### config.mk
export PLATFORM = sky130hd
export DESIGN_NAME = arb_requester
export DESIGN_NICKNAME = d
export VERILOG_FILES = /design/src/rtl/arb_requester.sv
export SDC_FILE = /design/constraint.sdc
export NUM_CORES = 1
export LEC_CHECK = 0
export CAP_MARGIN = 0
export CORE_UTILIZATION = 43
export DETAILED_ROUTE_END_ITERATION = 8
export GPL_TIMING_DRIVEN = 0
export PLACE_DENSITY = 0.75
export SLEW_MARGIN = 10
export SYNTH_ARGS = -nofsm -noshare
export SYNTH_HDL_FRONTEND = slang
export SYNTH_SLANG_ARGS = --single-unit
### constraint.sdc
create_clock -name clk -period 3.3 [get_ports clk]
set_clock_uncertainty 0.1 [all_clocks]
set_input_delay 0.66 -clock clk [delete_from_list [all_inputs] [get_ports clk]]
set_output_delay 0.66 -clock clk [all_outputs]
set_load 0.005 [all_outputs]
### src/rtl/arb_requester.sv
// Requester-side controller: queues one job per port, requests the arbiter,
// and on a legal one-hot grant drives the granted port's burst onto the shared bus.
module arb_requester #(
  parameter int NUM_PORTS = 4,
  parameter int CNT_W     = 4
) (
  input  logic                       clk,
  input  logic                       reset,
  input  logic [NUM_PORTS-1:0]       job_valid_i,
  input  logic [NUM_PORTS*CNT_W-1:0] job_len_i,
  output logic [NUM_PORTS-1:0]       job_ready_o,
  output logic [NUM_PORTS-1:0]       req_o,
  input  logic [NUM_PORTS-1:0]       gnt_i,
  output logic                       bus_valid_o,
  input  logic                       bus_ready_i,
  output logic [NUM_PORTS-1:0]       bus_owner_o,
  output logic [CNT_W-1:0]           bus_beat_o,
  output logic                       bus_last_o,
  output logic                       err_o
);

  typedef enum logic {S_IDLE, S_BURST} state_t;

  state_t                 r_state;
  state_t                 w_state_next;
  logic [NUM_PORTS-1:0]   r_pending;
  logic [CNT_W-1:0]       r_len [NUM_PORTS];
  logic [NUM_PORTS-1:0]   r_owner;
  logic [CNT_W-1:0]       r_beat;
  logic [CNT_W-1:0]       r_last_idx;
  logic                   r_err;

  logic                   w_gnt_any;
  logic                   w_gnt_legal;
  logic [NUM_PORTS-1:0]   w_take;
  logic [CNT_W-1:0]       w_sel_len;
  logic                   w_last;

  assign w_gnt_any   = |gnt_i;
  // Legal only in IDLE, where req_o mirrors pending.
  assign w_gnt_legal = (r_state == S_IDLE) && $onehot(gnt_i) && ((gnt_i & ~r_pending) == '0);
  assign w_take      = w_gnt_legal ? gnt_i : '0;
  assign w_last      = (r_beat == r_last_idx);

  always_comb begin
    w_sel_len = '0;
    for (int i = 0; i < NUM_PORTS; i++) begin
      if (gnt_i[i]) w_sel_len = r_len[i];
    end
  end

  // Grant clear and job accept never collide: a grantable port has pending set.
  always_ff @(posedge clk) begin
    if (reset) begin
      r_pending <= '0;
      for (int i = 0; i < NUM_PORTS; i++) r_len[i] <= '0;
    end else begin
      for (int i = 0; i < NUM_PORTS; i++) begin
        if (w_take[i]) begin
          r_pending[i] <= 1'b0;
        end else if (job_valid_i[i] && !r_pending[i]) begin
          r_pending[i] <= 1'b1;
          r_len[i]     <= job_len_i[i*CNT_W +: CNT_W];
        end
      end
    end
  end

  always_ff @(posedge clk) begin
    if (reset) r_state <= S_IDLE;
    else       r_state <= w_state_next;
  end

  always_comb begin
    w_state_next = r_state;
    case (r_state)
      S_IDLE:  if (w_gnt_legal) w_state_next = S_BURST;
      S_BURST: if (bus_ready_i && w_last) w_state_next = S_IDLE;
      default: w_state_next = S_IDLE;
    endcase
  end

  always_ff @(posedge clk) begin
    if (reset) begin
      r_owner    <= '0;
      r_beat     <= '0;
      r_last_idx <= '0;
    end else if (w_gnt_legal) begin
      r_owner    <= gnt_i;
      r_beat     <= '0;
      r_last_idx <= w_sel_len;
    end else if (r_state == S_BURST && bus_ready_i && !w_last) begin
      r_beat <= r_beat + 1'b1;
    end
  end

  always_ff @(posedge clk) begin
    if (reset) begin
      r_err <= 1'b0;
    end else if (w_gnt_any && !w_gnt_legal) begin
      r_err <= 1'b1;
    end
  end

  assign job_ready_o = ~r_pending;
  assign req_o       = (r_state == S_IDLE)  ? r_pending : '0;
  assign bus_valid_o = (r_state == S_BURST);
  assign bus_owner_o = (r_state == S_BURST) ? r_owner : '0;
  assign bus_beat_o  = (r_state == S_BURST) ? r_beat  : '0;
  assign bus_last_o  = (r_state == S_BURST) && w_last;
  assign err_o       = r_err;

endmodule
==> results of run 1 <==
==> final timing paths <==
kind                  end
max          r_pending[1]
min reg2reg         err_o
min                 err_o
max reg2reg  r_pending[1]
==> cell usage in the layout (no fill, tap or decap), drive strengths merged, types with 2 or more instances in the layout <==
cell type and instances:
inv 11, nand4 4, xnor2 5, ha 4, o21ai 11, nand3 5
clkbuf 13, nor2 15, o22a 4, dfxtp 18, nand2b 8, and2 25
a21oi 13, o211ai 4, edfxtp 16, clkdlybuf4s50 43, or3 2, buf 2
a211oi 4, nand2 17
==> state kept, by name, indices dropped and copies added (netlist names) <==
name,cells
r_last_idx,4
err_o,1
r_pending,4
r_len,16
r_owner,4
r_beat,4
bus_valid_o,1
==> stage by stage <==
step                setup slack [ps]  hold WS [ps]   util  TNS (ps)
finish                           105           361  0.622         0
detailed placement              -408           356  0.595     -4480
global route                   -45.3           391  0.622      -282
floorplan                        170           342      -         0
global placement                -372           333  0.595     -3960
CTS                             1.77           367  0.620         0
==> metal layers <==
metal  wire length (µm)  vias up  global-route usage  share of wire
li1                   -      747                   -              -
met5                  0        -                   0              0
met3                264        6              0.0642          0.073
met4                 55        0              0.0652          0.015
met2               1690       49               0.314           0.47
met1               1610      665               0.232           0.44
==> power by group <==
group	internal, µW	total [µW]	switching, µW
Sequential	466	477	10.9
Clock	168	317	149
Combinational	80.7	159	78.0
==> worst max-delay path, cell delays in order <==
cell and delay [ps]:
sky130_fd_sc_hd__clkdlybuf4s50_1 480, sky130_fd_sc_hd__inv_1 100, sky130_fd_sc_hd__fa_1 510, sky130_fd_sc_hd__inv_1 40, sky130_fd_sc_hd__ha_1 170, sky130_fd_sc_hd__ha_1 290, sky130_fd_sc_hd__or4b_1 510, sky130_fd_sc_hd__clkbuf_2 200
sky130_fd_sc_hd__nor2_2 190, sky130_fd_sc_hd__a211oi_1 100
==> kinds of logic after synthesis <==
logic type               after synthesis  share of synthesized area
AO/OA/AOI/OAI                         42                      0.160
XOR/XNOR                               5                     0.0254
adder cells (fa/ha/maj)                5                     0.0406
buffers and inverters                 19                     0.0435
flip-flops                            34                      0.487
AND/OR/NAND/NOR                       79                      0.243
==> final cells by class <==
cell class / count / area (µm²) / area share
Sequential cell: 34 / 841 / 0.361
Multi-Input combinational cell: 131 / 818 / 0.351
Timing Repair Buffer: 44 / 443 / 0.190
Clock buffer: 7 / 86.3 / 0.0371
Tap cell: 48 / 60.1 / 0.0258
Inverter: 11 / 41.3 / 0.0177
Buffer: 8 / 33.8 / 0.0145
Clock inverter: 1 / 5.00 / 0.00215
==> results.txt, run 1 <==
----------------------------------------------------
[Outcome]
  Status ... completed

[Timing]
  Final-report setup violation count ... 0
  Worst slew slack as a fraction of its limit ... 0.674
  Minimum period implied by the final worst setup slack ... 3190 ps
  Period utilisation layout ... 0.968
  Highest clock rate ... 313 MHz
  RSZ-0062 raised after global routing ... yes
  Measured slew at the worst slew-check pin ... 489 ps
  Hold violation total from the final report ... 0
  Final number of max-transition violations ... 0

[Place]
  Final weighted congestion in routability-driven placement ... 0.782
  Placed instance area ... 0.00223 mm²
  Placed insts ... 276
  IO Port Bufs ... 44
  Dpl hpwl ... 2740 µm

[Global routing]
  Antenna violations before repair ... 0
  Global-route usage over all layers ... 0.191
  Pin count of the biggest net entering global routing ... 11
  Vias in the first global route ... 1342
  Global route total overflow ... 0
  Wire length of the first global-routing pass ... 6030 µm

[Clocking]
  Clock tree root buffer cell ... sky130_fd_sc_hd__clkbuf_8
  Number of buffers inserted for hold repair after clock tree synthesis ... 0
  H-Tree Depth ... 2
  Setup repair bufs after CTS ... 0
  Clock tree from TritonCTS ... done
  Clock Path Buffers ... 2
  Total clock sinks ... 34
  Number of CTS-inserted buffers ... 5
  Number of gates given a new drive strength after cts ... 1
  Later-pin clock latency in the skew report ... 290 ps
  Clock-pin slew on the worst setup and hold paths ... 70 ps

[Setup path]
  Data arrival time of the worst path ... 3260 ps
  Logic depth of the worst register-to-register path ... 4
  Register-to-register setup slack ... 1650 ps
  Critical Path Start ... gnt_i[1]
  Startpoint type of the worst setup path ... input pin
  Req. time, crit path ... 3360 ps
  Largest driver fanout on the critical path ... 10
  Critical path class ... input pin to register
  Crit path capture type ... register
  Reg2Reg Launch Point ... bus_valid_o

[Synthesis]
  Per-instance average area after synthesis ... 9.38 µm²
  Cell type with the highest aggregate area in the netlist ... sky130_fd_sc_hd__edfxtp_1
  Number of different library cells in the post-synthesis netlist ... 31
  Sequential-to-total area share from yosys stat ... 0.487
  Share of synthesized flip-flops with an asynchronous set or reset ... 0
  Synth cell count leaders ... sky130_fd_sc_hd__and2_1, sky130_fd_sc_hd__dfxtp_1, sky130_fd_sc_hd__nand2_1, sky130_fd_sc_hd__edfxtp_1, sky130_fd_sc_hd__nor2_1
  Synth area leaders ... sky130_fd_sc_hd__edfxtp_1, sky130_fd_sc_hd__dfxtp_1, sky130_fd_sc_hd__and2_1, sky130_fd_sc_hd__a21oi_1, sky130_fd_sc_hd__nand2_1
  Synth Instances ... 184
  Yosys warnings ... 0
  Top-count cell post-synth ... sky130_fd_sc_hd__and2_1
  Number of flops mapped to enable cells by yosys ... 16
  Most common flop cell mapped by yosys ... sky130_fd_sc_hd__dfxtp_1
  Syn Nets ... 216
  Top cell type's share of synthesized area ... 0.278
  Netlist area before placement ... 0.00173 mm²
  Synthesis-stage register bit count ... 34

[Floorplan]
  Die extent in y ... 65.3 µm
  Area enclosed by the die boundary ... 0.00427 mm²
  Core outline area ... 0.00374 mm²
  Std-Cell Rows ... 22
  Overall die width ... 65.3 µm
  Ports ... 46
  Effective utilization at floorplan ... 0.461

[Finish]
  Layout Area Growth over Synthesis ... 35.0%
  Count of antenna diodes in the layout ... 0
  Layout cells sized above 1 ... 0.0636
  Final standard cell count with taps included and fillers excluded ... 284
  Fill cells ... 337
  Total Nets Final ... 267
  Area of all placed cells without fillers ... 0.00233 mm²

[Power]
  Total design power ... 953 µW
  Maximum resistive drop on vdd ... 0.293 mV
  Power density of the placed cells ... 409 mW/mm²
  LEAKAGE ... 0.000872 µW

[Detailed routing]
  Remaining antenna violation count after routing ... 0
  Via Count ... 1467
  Detailed router's first-iteration violation count ... 95
  Routed WL per cell ... 12.7 µm
  Wire length reported by the detailed router ... 3620 µm
  DRC violation count after routing ... 0
  Via-to-Cell Ratio ... 5.17
  Initial DRT Pass Iterations ... 4

[Hold path]
  Hold Path Depth ... 2
  Hold Crit Start ... err_o
  Classification of the worst-slack hold path ... register to register

[Run]
  Count of maximum capacitance violations ... 0

----------------------------------------------------
Power figures use the tool's default switching activity.
==> run 2: changes to the inputs <==
--- a/config.mk
+++ b/config.mk
@@ -5,11 +5,12 @@
 export SDC_FILE = /design/constraint.sdc
 export NUM_CORES = 1
 export LEC_CHECK = 0
+export ABC_AREA = 1
 export CAP_MARGIN = 0
-export CORE_UTILIZATION = 43
+export CORE_UTILIZATION = 44
 export DETAILED_ROUTE_END_ITERATION = 8
 export GPL_TIMING_DRIVEN = 0
-export PLACE_DENSITY = 0.75
+export PLACE_DENSITY = 0.76
 export SLEW_MARGIN = 10
 export SYNTH_ARGS = -nofsm -noshare
 export SYNTH_HDL_FRONTEND = slang
==> run 2 against run 1 <==
Total power is 2.1% lower. Fmax is 2.7% higher. Die area is 1.4% higher. Area after synthesis is 3.8% higher. Synthesized cell count is 29% higher. Global-route usage is 1.5 points higher. Final cell count is 20% higher. Cell area is 2.7% higher.
==> results.txt, run 2 <==
----------------------------------------------------
[Setup path]
  Delay of the slowest critical-path stage ... 600 ps
  Sequence of cells on the critical path ... clkdlybuf4s50_1 > inv_2 > fa_1 > inv_1 > ha_1 > ha_1 > nor2_1 > nand4_2 > nor2_4 > nor2_4 > nand2_1 > o21ai_1
  Data arrival time of the worst path ... 3180 ps
  Levels on crit path ... 12
  Register-to-register setup slack ... 1900 ps
  Req. time, crit path ... 3370 ps
  Logic depth of the worst register-to-register path ... 6
  Worst R2R End ... r_beat[0]
  WP buf/inv ... 3
  Slowest stage cell, crit path ... sky130_fd_sc_hd__clkdlybuf4s50_1
  Critical Path Start ... gnt_i[3]
  Capturing element of the worst setup path ... r_owner[1]
  Reg2Reg Launch Point ... bus_valid_o
  Critical path class ... input pin to register
  Startpoint type of the worst setup path ... input pin
  Largest driver fanout on the critical path ... 10
  Crit path capture type ... register
  CP delay by family, top ... adder cells

[Synthesis]
  Cell type with the highest aggregate area in the netlist ... sky130_fd_sc_hd__edfxtp_1
  Top-count cell post-synth ... sky130_fd_sc_hd__nand2_1
  Top cell type's share of synthesized area ... 0.268
  Number of flops mapped to enable cells by yosys ... 16
  Yosys warnings ... 0
  Sequential-to-total area share from yosys stat ... 0.470
  Synthesis-stage register bit count ... 34
  Synth Instances ... 238
  Syn Nets ... 270
  Netlist area before placement ... 0.00179 mm²
  Number of different library cells in the post-synthesis netlist ... 25
  Synth cell count leaders ... sky130_fd_sc_hd__nand2_1, sky130_fd_sc_hd__inv_1, sky130_fd_sc_hd__nor2_1, sky130_fd_sc_hd__nand3_1, sky130_fd_sc_hd__dfxtp_1
  Most common flop cell mapped by yosys ... sky130_fd_sc_hd__dfxtp_1
  Synth area leaders ... sky130_fd_sc_hd__edfxtp_1, sky130_fd_sc_hd__dfxtp_1, sky130_fd_sc_hd__nand2_1, sky130_fd_sc_hd__inv_1, sky130_fd_sc_hd__nand3_1
  Share of synthesized flip-flops with an asynchronous set or reset ... 0
  Per-instance average area after synthesis ... 7.52 µm²

[Clocking]
  Number of CTS-inserted buffers ... 5
  Number of buffers inserted for hold repair after clock tree synthesis ... 0
  Setup repair bufs after CTS ... 0
  Clock tree root buffer cell ... sky130_fd_sc_hd__clkbuf_8
  Clock Path Buffers ... 2
  Clock-pin slew on the worst setup and hold paths ... 70 ps
  Number of gates given a new drive strength after cts ... 0
  Clock tree from TritonCTS ... done
  Total clock sinks ... 34
  H-Tree Depth ... 2
  Later-pin clock latency in the skew report ... 290 ps

[Hold path]
  Classification of the worst-slack hold path ... register to register

[Global routing]
  Global-route usage over all layers ... 0.206
  Antenna violations before repair ... 0
  Met2 Resource Use GR ... 0.349
  Routing usage on met1 ... 0.245
  Global route total overflow ... 0
  Met3 layer usage reported by global route ... 0.0414
  Routing layer with the top usage in global route ... met2
  Pin count of the biggest net entering global routing ... 11
  Vias in the first global route ... 1479
  Wire length of the first global-routing pass ... 6440 µm

[Timing]
  Measured slew at the worst slew-check pin ... 634 ps
  Final number of max-transition violations ... 0
  RSZ-0062 raised after global routing ... no
  Final-report setup violation count ... 0
  Hold violation total from the final report ... 0
  Minimum period implied by the final worst setup slack ... 3110 ps
  Highest clock rate ... 321 MHz
  Period utilisation layout ... 0.943
  Worst slew slack as a fraction of its limit ... 0.577
  Final hold slack ... 357 ps
  Slack of the critical path ... 188 ps

[Finish]
  Count of antenna diodes in the layout ... 0
  Layout Area Growth over Synthesis ... 33.6%
  Total Nets Final ... 324
  Layout cells sized above 1 ... 0.0990
  Top reg by flops ... r_len
  Most common library cell in the layout ignoring fill and taps ... sky130_fd_sc_hd__nand2_1
  Commonest non-fill, non-tap cells in the layout ... sky130_fd_sc_hd__nand2_1, sky130_fd_sc_hd__clkdlybuf4s50_1, sky130_fd_sc_hd__inv_1
  Max FFs per register ... 16

[Floorplan]
  Area enclosed by the die boundary ... 0.00433 mm²
  Std-Cell Rows ... 22
  Effective utilization at floorplan ... 0.475
  Die extent in y ... 65.8 µm
  Core outline area ... 0.00377 mm²
  Ports ... 46
  Overall die width ... 65.8 µm

[Power]
  Maximum resistive drop on vdd ... 0.252 mV
  Power density of the placed cells ... 390 mW/mm²
  Total design power ... 933 µW
  LEAKAGE ... 0.00114 µW

[Detailed routing]
  Via Count ... 1591
  DRC violation count after routing ... 0
  Via-to-Cell Ratio ... 4.67
  Remaining antenna violation count after routing ... 0
  Wire length reported by the detailed router ... 3890 µm
  Routed WL per cell ... 11.4 µm
  Detailed router's first-iteration violation count ... 91
  Initial DRT Pass Iterations ... 4

[Place]
  Pre-CTS setup slack ... -107 ps
  IO Port Bufs ... 44
  Dpl hpwl ... 2800 µm
  Final weighted congestion in routability-driven placement ... 0.801

[Run]
  Count of maximum capacitance violations ... 0

[Outcome]
  Status ... completed

----------------------------------------------------
run 2: cell count changes after synthesis, moves of 5 or more:
cell / before / now
sky130_fd_sc_hd__nand2_1: 17 / 71
sky130_fd_sc_hd__nor2_1: 15 / 24
sky130_fd_sc_hd__o21ai_0: 11 / 2
sky130_fd_sc_hd__and2_1: 24 / 0
sky130_fd_sc_hd__inv_1: 11 / 42
sky130_fd_sc_hd__nand2b_1: 8 / 0
sky130_fd_sc_hd__xnor2_1: 5 / 0
sky130_fd_sc_hd__inv_2: 0 / 6
sky130_fd_sc_hd__nand3_1: 5 / 19
run 2: area by class of cell:
class	count	area (µm²)
buffer	3	13.8
tap	48	60.1
timing repair buffer	46	455
multi-input combinational	153	756
clock buffer	8	80.1
sequential	34	841
fill	328	1380
inverter	49	186
run 2: logic make-up (layout without fill, tap and decap cells):
| group | Yosys count | in the layout | synth area share |
|---|---|---|---|
| xor+xnor | 2 | 2 | 0.00979 |
| fa+ha+maj | 5 | 5 | 0.0391 |
| flops | 34 | 34 | 0.470 |
| buf+inv | 52 | 106 | 0.112 |
| compound gates | 20 | 20 | 0.0650 |
| simple gates | 125 | 126 | 0.305 |
run 2: where the power goes:
| group | switching, µW | leakage [µW] | internal, µW |
|---|---|---|---|
| Combinational | 82.3 | 0.000785 | 75.6 |
| Clock | 148 | 0.0000395 | 150 |
| Sequential | 9.66 | 0.000320 | 468 |
run 2: worst min path at each step:
stage,depth (start not counted),startpoint,to
after floorplan,2,r_owner[0],r_owner[0]
after global placement,2,err_o,err_o
after detailed placement,2,err_o,err_o
after CTS,2,err_o,err_o
after global routing,2,err_o,err_o
final,2,r_owner[3],r_owner[3]
run 2: tightest hold or removal path: cells and delay by family, from the launching register on:
kind | cells | cell delay (ps)
compound gates | 1 | 50
simple gates | 1 | 60
flops | 1 | 310
run 2: metal layers:
metal | wire length (µm) | up-vias | part of all wire
met5 | 0 | - | 0
met4 | 90 | 0 | 0.023
met3 | 215 | 8 | 0.055
met2 | 1860 | 52 | 0.48
met1 | 1720 | 692 | 0.44
li1 | - | 839 | -
run 2: stage by stage:
stage | setup TNS (ps) | cells | utilization | instance area [µm²]
2_1_floorplan | 0 | 238 | - | 1790
3_3_place_gp | -589 | 330 | 0.607 | 2290
3_5_place_dp | -1500 | 330 | 0.607 | 2290
4_1_cts | 0 | 338 | 0.629 | 2370
5_1_grt | 0 | 341 | 0.634 | 2390
6_report | 0 | 341 | 0.634 | 2390
==> run 3: changes to the inputs <==
--- a/config.mk
+++ b/config.mk
@@ -8,6 +8,8 @@
 export ABC_AREA = 1
 export CAP_MARGIN = 0
 export CORE_UTILIZATION = 44
+export CTS_CLUSTER_DIAMETER = 30
+export CTS_CLUSTER_SIZE = 10
 export DETAILED_ROUTE_END_ITERATION = 8
 export GPL_TIMING_DRIVEN = 0
 export PLACE_DENSITY = 0.76
==> results of run 3 <==
No change in the layout: final DEF, timing and power equal those of run 2.
